### config.mk
export PLATFORM = sky130hd
export DESIGN_NAME = ex_operand_stage_flat
export DESIGN_NICKNAME = d
export VERILOG_FILES = /design/src/rtl/ex_operand_stage_if.sv /design/src/rtl/ex_operand_stage.sv /design/src/flat_wrapper.sv
export SDC_FILE = /design/constraint.sdc
export NUM_CORES = 1
export LEC_CHECK = 0
export BUFFER_PORTS_ARGS = -buffer_cell sky130_fd_sc_hd__buf_2
export CORE_MARGIN = 10
export CORE_UTILIZATION = 23
export DETAILED_ROUTE_END_ITERATION = 10
export SYNTH_ARGS = -nofsm -noshare
export SYNTH_HDL_FRONTEND = slang
export SYNTH_SLANG_ARGS = --single-unit
export TNS_END_PERCENT = 100
### constraint.sdc
create_clock -name clock -period 4.9 [get_ports clock]
set_input_delay 0.735 -clock clock [delete_from_list [all_inputs] [get_ports clock]]
set_output_delay 0.735 -clock clock [all_outputs]
set_load 0.01 [all_outputs]
### src/rtl/ex_operand_stage_if.sv
// ex_operand_stage_if
// Groups every non-clock signal of the ID/EX operand stage into one bundle.
//   master : the surrounding pipeline (ID stage, EX/MEM and MEM/WB forwarding
//            sources); drives stall/flush, the d_* decode fields and the m_* / w_*
//            forwarding sources, and receives the hazard request and EX outputs.
//   slave  : ex_operand_stage itself.
// Signal groups:
//   control   : stall, flush
//   decode    : d_valid, d_rs, d_rt, d_rn, d_use_rs, d_use_rt, d_rs_data,
//               d_rt_data, d_imm, d_sa, d_aluc, d_aluimm, d_shift, d_wreg,
//               d_m2reg, d_wmem
//   forward   : m_rn, m_wreg, m_m2reg, m_alu, w_rn, w_wreg, w_data
//   outputs   : load_use, a, b, aluc, e_valid, e_wreg, e_m2reg, e_wmem, e_rn,
//               e_store_data
interface ex_operand_stage_if;
    logic        stall;
    logic        flush;

    logic        d_valid;
    logic [4:0]  d_rs;
    logic [4:0]  d_rt;
    logic [4:0]  d_rn;
    logic        d_use_rs;
    logic        d_use_rt;
    logic [31:0] d_rs_data;
    logic [31:0] d_rt_data;
    logic [31:0] d_imm;
    logic [4:0]  d_sa;
    logic [3:0]  d_aluc;
    logic        d_aluimm;
    logic        d_shift;
    logic        d_wreg;
    logic        d_m2reg;
    logic        d_wmem;

    logic [4:0]  m_rn;
    logic        m_wreg;
    logic        m_m2reg;
    logic [31:0] m_alu;
    logic [4:0]  w_rn;
    logic        w_wreg;
    logic [31:0] w_data;

    logic        load_use;
    logic [31:0] a;
    logic [31:0] b;
    logic [3:0]  aluc;
    logic        e_valid;
    logic        e_wreg;
    logic        e_m2reg;
    logic        e_wmem;
    logic [4:0]  e_rn;
    logic [31:0] e_store_data;

    modport master (
        output stall, flush,
        output d_valid, d_rs, d_rt, d_rn, d_use_rs, d_use_rt, d_rs_data,
               d_rt_data, d_imm, d_sa, d_aluc, d_aluimm, d_shift, d_wreg,
               d_m2reg, d_wmem,
        output m_rn, m_wreg, m_m2reg, m_alu, w_rn, w_wreg, w_data,
        input  load_use, a, b, aluc, e_valid, e_wreg, e_m2reg, e_wmem, e_rn,
               e_store_data
    );

    modport slave (
        input  stall, flush,
        input  d_valid, d_rs, d_rt, d_rn, d_use_rs, d_use_rt, d_rs_data,
               d_rt_data, d_imm, d_sa, d_aluc, d_aluimm, d_shift, d_wreg,
               d_m2reg, d_wmem,
        input  m_rn, m_wreg, m_m2reg, m_alu, w_rn, w_wreg, w_data,
        output load_use, a, b, aluc, e_valid, e_wreg, e_m2reg, e_wmem, e_rn,
               e_store_data
    );
endinterface

### src/rtl/ex_operand_stage.sv
// ex_operand_stage
// ID/EX pipeline register and operand assembly in front of the 32-bit alu.
// Captures the decoded instruction each cycle, resolves EX/MEM and MEM/WB
// forwarding for rs and rt, raises load_use for a load followed by a dependent
// instruction, and drives the ALU operands plus the EX/MEM control bits.
// Ports:
//   clock  : rising-edge clock
//   resetn : asynchronous active-low reset, clears every EX register
//   bus    : ex_operand_stage_if.slave (decode fields, forwarding sources,
//            stall/flush in; load_use, a, b, aluc, e_* out)
module ex_operand_stage (
    input  logic                      clock,
    input  logic                      resetn,
    ex_operand_stage_if.slave         bus
);

    typedef struct packed {
        logic        valid;
        logic [4:0]  rs;
        logic [4:0]  rt;
        logic [31:0] rs_data;
        logic [31:0] rt_data;
        logic [31:0] imm;
        logic [4:0]  sa;
        logic [3:0]  aluc;
        logic        aluimm;
        logic        shift;
        logic [4:0]  rn;
        logic        wreg;
        logic        m2reg;
        logic        wmem;
    } ex_t;

    ex_t         ex;
    ex_t         ex_next;
    logic [31:0] fwd_rs;
    logic [31:0] fwd_rt;
    logic        hazard;

    // MEM beats WB; a load sitting in MEM only has an address in m_alu, so it
    // must never be forwarded. Register 0 always reads its stored value.
    function automatic logic [31:0] forward(
        input logic [4:0]  r,
        input logic [31:0] stored,
        input logic [4:0]  m_rn,
        input logic        m_wreg,
        input logic        m_m2reg,
        input logic [31:0] m_alu,
        input logic [4:0]  w_rn,
        input logic        w_wreg,
        input logic [31:0] w_data
    );
        logic [31:0] result;
        result = stored;
        if (r != 5'd0) begin
            if (m_wreg && !m_m2reg && (m_rn == r))
                result = m_alu;
            else if (w_wreg && (w_rn == r))
                result = w_data;
        end
        return result;
    endfunction

    assign fwd_rs = forward(ex.rs, ex.rs_data, bus.m_rn, bus.m_wreg, bus.m_m2reg,
                            bus.m_alu, bus.w_rn, bus.w_wreg, bus.w_data);
    assign fwd_rt = forward(ex.rt, ex.rt_data, bus.m_rn, bus.m_wreg, bus.m_m2reg,
                            bus.m_alu, bus.w_rn, bus.w_wreg, bus.w_data);

    // A load in EX cannot supply its data yet, so a dependent instruction in ID
    // has to wait one cycle; afterwards the value arrives through MEM/WB.
    assign hazard = ex.valid & ex.wreg & ex.m2reg & (ex.rn != 5'd0) &
                    ((bus.d_use_rs & (bus.d_rs == ex.rn)) |
                     (bus.d_use_rt & (bus.d_rt == ex.rn)));

    // Next EX contents. While stalled the stored operands are refreshed with the
    // forwarded values, because a WB result is only on w_data for one cycle and
    // would otherwise be lost before the stall releases.
    always_comb begin
        ex_next = ex;
        if (bus.flush) begin
            ex_next = '0;
        end else if (bus.stall) begin
            ex_next.rs_data = fwd_rs;
            ex_next.rt_data = fwd_rt;
        end else if (hazard) begin
            ex_next = '0;
        end else begin
            ex_next.valid   = bus.d_valid;
            ex_next.rs      = bus.d_rs;
            ex_next.rt      = bus.d_rt;
            ex_next.rs_data = bus.d_rs_data;
            ex_next.rt_data = bus.d_rt_data;
            ex_next.imm     = bus.d_imm;
            ex_next.sa      = bus.d_sa;
            ex_next.aluc    = bus.d_aluc;
            ex_next.aluimm  = bus.d_aluimm;
            ex_next.shift   = bus.d_shift;
            ex_next.rn      = bus.d_rn;
            ex_next.wreg    = bus.d_wreg & bus.d_valid;
            ex_next.m2reg   = bus.d_m2reg;
            ex_next.wmem    = bus.d_wmem & bus.d_valid;
        end
    end

    // EX register bank; reset also discards anything held by a stall.
    always_ff @(posedge clock or negedge resetn) begin
        if (!resetn)
            ex <= '0;
        else
            ex <= ex_next;
    end

    // Operand assembly and registered control outputs.
    assign bus.a            = ex.shift  ? {27'b0, ex.sa} : fwd_rs;
    assign bus.b            = ex.aluimm ? ex.imm : fwd_rt;
    assign bus.e_store_data = fwd_rt;
    assign bus.aluc         = ex.aluc;
    assign bus.e_valid      = ex.valid;
    assign bus.e_wreg       = ex.wreg;
    assign bus.e_m2reg      = ex.m2reg;
    assign bus.e_wmem       = ex.wmem;
    assign bus.e_rn         = ex.rn;
    assign bus.load_use     = hazard;

endmodule

### src/flat_wrapper.sv
// flat-port wrapper written by rule: the top's interface ports become plain ports
module ex_operand_stage_flat 
  (clock, resetn, bus_stall, bus_flush, bus_d_valid, bus_d_rs, bus_d_rt, bus_d_rn, bus_d_use_rs, bus_d_use_rt, bus_d_rs_data, bus_d_rt_data, bus_d_imm, bus_d_sa, bus_d_aluc, bus_d_aluimm, bus_d_shift, bus_d_wreg, bus_d_m2reg, bus_d_wmem, bus_m_rn, bus_m_wreg, bus_m_m2reg, bus_m_alu, bus_w_rn, bus_w_wreg, bus_w_data, bus_load_use, bus_a, bus_b, bus_aluc, bus_e_valid, bus_e_wreg, bus_e_m2reg, bus_e_wmem, bus_e_rn, bus_e_store_data);
  ex_operand_stage_if bus_i ();
  input  logic clock;
  input  logic resetn;
  input wire logic [$bits(bus_i.stall)-1:0] bus_stall;
  input wire logic [$bits(bus_i.flush)-1:0] bus_flush;
  input wire logic [$bits(bus_i.d_valid)-1:0] bus_d_valid;
  input wire logic [$bits(bus_i.d_rs)-1:0] bus_d_rs;
  input wire logic [$bits(bus_i.d_rt)-1:0] bus_d_rt;
  input wire logic [$bits(bus_i.d_rn)-1:0] bus_d_rn;
  input wire logic [$bits(bus_i.d_use_rs)-1:0] bus_d_use_rs;
  input wire logic [$bits(bus_i.d_use_rt)-1:0] bus_d_use_rt;
  input wire logic [$bits(bus_i.d_rs_data)-1:0] bus_d_rs_data;
  input wire logic [$bits(bus_i.d_rt_data)-1:0] bus_d_rt_data;
  input wire logic [$bits(bus_i.d_imm)-1:0] bus_d_imm;
  input wire logic [$bits(bus_i.d_sa)-1:0] bus_d_sa;
  input wire logic [$bits(bus_i.d_aluc)-1:0] bus_d_aluc;
  input wire logic [$bits(bus_i.d_aluimm)-1:0] bus_d_aluimm;
  input wire logic [$bits(bus_i.d_shift)-1:0] bus_d_shift;
  input wire logic [$bits(bus_i.d_wreg)-1:0] bus_d_wreg;
  input wire logic [$bits(bus_i.d_m2reg)-1:0] bus_d_m2reg;
  input wire logic [$bits(bus_i.d_wmem)-1:0] bus_d_wmem;
  input wire logic [$bits(bus_i.m_rn)-1:0] bus_m_rn;
  input wire logic [$bits(bus_i.m_wreg)-1:0] bus_m_wreg;
  input wire logic [$bits(bus_i.m_m2reg)-1:0] bus_m_m2reg;
  input wire logic [$bits(bus_i.m_alu)-1:0] bus_m_alu;
  input wire logic [$bits(bus_i.w_rn)-1:0] bus_w_rn;
  input wire logic [$bits(bus_i.w_wreg)-1:0] bus_w_wreg;
  input wire logic [$bits(bus_i.w_data)-1:0] bus_w_data;
  output wire logic [$bits(bus_i.load_use)-1:0] bus_load_use;
  output wire logic [$bits(bus_i.a)-1:0] bus_a;
  output wire logic [$bits(bus_i.b)-1:0] bus_b;
  output wire logic [$bits(bus_i.aluc)-1:0] bus_aluc;
  output wire logic [$bits(bus_i.e_valid)-1:0] bus_e_valid;
  output wire logic [$bits(bus_i.e_wreg)-1:0] bus_e_wreg;
  output wire logic [$bits(bus_i.e_m2reg)-1:0] bus_e_m2reg;
  output wire logic [$bits(bus_i.e_wmem)-1:0] bus_e_wmem;
  output wire logic [$bits(bus_i.e_rn)-1:0] bus_e_rn;
  output wire logic [$bits(bus_i.e_store_data)-1:0] bus_e_store_data;
  assign bus_i.stall = bus_stall;
  assign bus_i.flush = bus_flush;
  assign bus_i.d_valid = bus_d_valid;
  assign bus_i.d_rs = bus_d_rs;
  assign bus_i.d_rt = bus_d_rt;
  assign bus_i.d_rn = bus_d_rn;
  assign bus_i.d_use_rs = bus_d_use_rs;
  assign bus_i.d_use_rt = bus_d_use_rt;
  assign bus_i.d_rs_data = bus_d_rs_data;
  assign bus_i.d_rt_data = bus_d_rt_data;
  assign bus_i.d_imm = bus_d_imm;
  assign bus_i.d_sa = bus_d_sa;
  assign bus_i.d_aluc = bus_d_aluc;
  assign bus_i.d_aluimm = bus_d_aluimm;
  assign bus_i.d_shift = bus_d_shift;
  assign bus_i.d_wreg = bus_d_wreg;
  assign bus_i.d_m2reg = bus_d_m2reg;
  assign bus_i.d_wmem = bus_d_wmem;
  assign bus_i.m_rn = bus_m_rn;
  assign bus_i.m_wreg = bus_m_wreg;
  assign bus_i.m_m2reg = bus_m_m2reg;
  assign bus_i.m_alu = bus_m_alu;
  assign bus_i.w_rn = bus_w_rn;
  assign bus_i.w_wreg = bus_w_wreg;
  assign bus_i.w_data = bus_w_data;
  assign bus_load_use = bus_i.load_use;
  assign bus_a = bus_i.a;
  assign bus_b = bus_i.b;
  assign bus_aluc = bus_i.aluc;
  assign bus_e_valid = bus_i.e_valid;
  assign bus_e_wreg = bus_i.e_wreg;
  assign bus_e_m2reg = bus_i.e_m2reg;
  assign bus_e_wmem = bus_i.e_wmem;
  assign bus_e_rn = bus_i.e_rn;
  assign bus_e_store_data = bus_i.e_store_data;
  ex_operand_stage u_core (.clock(clock), .resetn(resetn), .bus(bus_i));
endmodule
==> results.py <==
metrics = {
    "run_status": {
        "status": "finished clean",
    },
    "sta": {
        "period_share": 0.7955,
        "rsz0062_at_grt": "false",
        "fmax_ghz": 0.2566,
        "finalCriticalPeriod_ns": 3.898,
        "maxSlewHeadroom": 0.1923,
        "worstMarginPinSlew_ns": 1.208,
        "finClkSkew_ns": 0.009578,
        "final_hold_viol_count": 0,
        "maxSlewViolCount": 0,
        "setup_viol": 0,
        "tns_ns": 0,
    },
    "placed_design": {
        "placed_area_um2": 9087,
        "dp_hpwl_um": 26190,
        "dp.cells": 1393,
        "io_buffer_count": 318,
        "routabilityCongestion": 0.9136,
    },
    "synth": {
        "synthTopCellsByCount": "126 x dfrtp_1, 94 x a22o_1, 77 x nor2_1",
        "synthCells": 738,
        "synth_edf_count": 0,
        "synth.ff_latch_count": 126,
        "netlist_top_cells_area": "dfrtp_1 43%, a22o_1 11%, a221o_1 6.2%",
        "synth_area_um2": 7276,
        "synth_top_cell_area_share": 0.4334,
        "yosys.area.top_type": "dfrtp_1",
        "syn_area_per_cell_um2": 9.859,
        "yosysUniqueCellTypes": 50,
        "ys_async_sr_fraction": 1.000,
        "yosys_warnings": 0,
        "syn-num-nets": 947,
        "yosysMostFrequentCell": "dfrtp_1",
        "synth_ff_type": "dfrtp_1",
        "ys_seq_area_frac": 0.4334,
    },
    "clocking": {
        "cts_tree": "done",
        "cts_root_buffer": "clkbuf_16",
        "numCtsBuffers": 17,
        "hold_buffers": 0,
        "htree_num_levels": 4,
        "clk_pin_slew_ns": 0.06,
        "cts.sinks": 126,
        "cts_setup_buffers": 0,
        "cts_resized": 0,
        "cts_buffer_depth": 2,
        "clock_latency_ns": 0.42,
    },
    "setup_path": {
        "startpoint_type": "register",
        "arrival_ns": 3.16,
        "path_class": "reg2out",
        "end_kind": "primary output",
        "critPathMaxFanout": 33,
        "r2r_slack_ns": 1.63,
        "required_ns": 4.16,
    },
    "route": {
        "vias": 7382,
        "routedWlPerCell_um": 24.41,
        "drtAntennaViolNets": 0,
        "drc_errors": 0,
        "via_per_inst": 5.134,
        "first_pass_iters": 5,
        "drt-total-wl_um": 35100,
        "drt-initial-drc-count": 568,
    },
    "pwr": {
        "leakagePower_nw": 4.861,
        "power_mw": 3.085,
        "power.density_nw_per_um2": 316.5,
        "peakVddDrop_mv": 0.2270,
    },
    "die": {
        "fp.dieW_um": 197.9,
        "initial_core_util": 0.2318,
        "die_h_um": 197.9,
        "io_pins": 319,
        "rows": 65,
        "die_area_um2": 39150,
        "core_area_um2": 31390,
    },
    "cells_and_area": {
        "finish.utilization": 0.3106,
        "fin_nets": 1219,
        "fin_area_um2": 9749,
        "drive_gt1_frac": 0.3845,
        "fin_cells": 1438,
        "syn_to_final_growth_pct": 34.00,
    },
    "global_routing": {
        "grt_pass1_vias": 7715,
        "grtUsageTotal": 0.1735,
        "antenna_found_initial": 20,
        "grt_max_degree": 92,
        "grt-ovfl-total": 0,
        "grt_pass1_wl_um": 51110,
    },
    "flow_run": {
        "drv_cap": 0,
    },
    "min_path": {
        "min_path_type": "in2async",
    },
}
[area by class of cell]
type | instances | area [um^2]
fill | 3334 | 21640
multi-input combinational | 530 | 3721
sequential | 126 | 3154
timing repair buffer | 331 | 1695
tap | 402 | 503.0
clock buffer | 22 | 494.2
clock inverter | 9 | 131.4
antenna | 14 | 35.03
inverter | 4 | 15.01
[power by group]
| part | switching [mW] | internal [mW] |
|---|---|---|
| logic | 0.336 | 0.231 |
| registers | 0.0433 | 1.10 |
| clock network | 0.509 | 0.866 |
| total | 0.888 | 2.20 |
[cell usage in the layout, fill, tap and decap left out, drive strengths merged, types with 2 or more instances in the layout]
| cell | n |
|---|---|
| a21oi | 30 |
| a221o | 45 |
| a22o | 94 |
| a22oi | 19 |
| a2bb2o | 28 |
| a2bb2oi | 2 |
| a31oi | 19 |
| a32o | 2 |
| and2 | 11 |
| buf | 331 |
| bufinv | 3 |
| clkbuf | 22 |
| clkinv | 2 |
| clkinvlp | 3 |
| dfrtp | 126 |
| diode | 14 |
| inv | 5 |
| mux2 | 13 |
| nand2 | 53 |
| nand3 | 4 |
| nand4 | 3 |
| nor2 | 79 |
| nor2b | 4 |
| nor3 | 11 |
| nor4 | 32 |
| o21ai | 36 |
| o2bb2ai | 3 |
| or4 | 2 |
| xnor2 | 18 |
| xor2 | 12 |
[path summary, 6_finish.rpt]
check / start / end / depth (start not counted)
min: resetn / u_core.bus.e_m2reg / 1
max reg2reg: u_core.ex[116] / u_core.ex[62] / 6
min in group clock: u_core.bus.e_wmem / u_core.bus.e_wmem / 1
min reg2reg: u_core.bus.e_wmem / u_core.bus.e_wmem / 1
max in group asynchronous: resetn / u_core.ex[61] / 2
max: u_core.ex[116] / bus_b[27] / 7
[per-layer routing]
layer,global-route usage,vias up,part of all wire
li1,-,3380,-
met1,0.2321,3622,0.44
met2,0.2543,317,0.45
met3,0.05330,51,0.080
met4,0.06919,12,0.021
met5,0,-,0.0022
[logic make-up after synthesis]
kind of cell	after synthesis	share of synthesized area
flip-flops	126	0.4334
multiplexers	13	0.02012
AND/OR/NAND/NOR	203	0.1378
buffers and inverters	82	0.06088
XOR/XNOR	30	0.03611
AO/OA/AOI/OAI	284	0.3118
[flip-flops by register name (all words and copies together), names as in the netlist]
register	cells
u_core.bus.e_rn	5
u_core.bus.e_wreg	1
u_core.bus.e_valid	1
u_core.bus.e_m2reg	1
u_core.bus.e_wmem	1
u_core.ex	113
u_core.bus.aluc	4
[stage by stage]
step                      hold slack, ns  worst slack, ns
final                             0.3837            1.002
after global routing              0.4486           0.8470
after CTS                         0.4213           0.9747
after detailed placement          0.4871            1.050
after global placement            0.4743            1.111
after floorplan                   0.4394            1.784
[critical path, stage by stage (launching register included)]
cell,delay [ns]
dfrtp_1,0.46
xnor2_1,0.16
nand4_1,0.33
nor2_4,0.15
o21ai_4,0.88
a221o_1,0.39
mux2_2,0.18
buf_2,0.13
(Power assumes the default switching activity.)
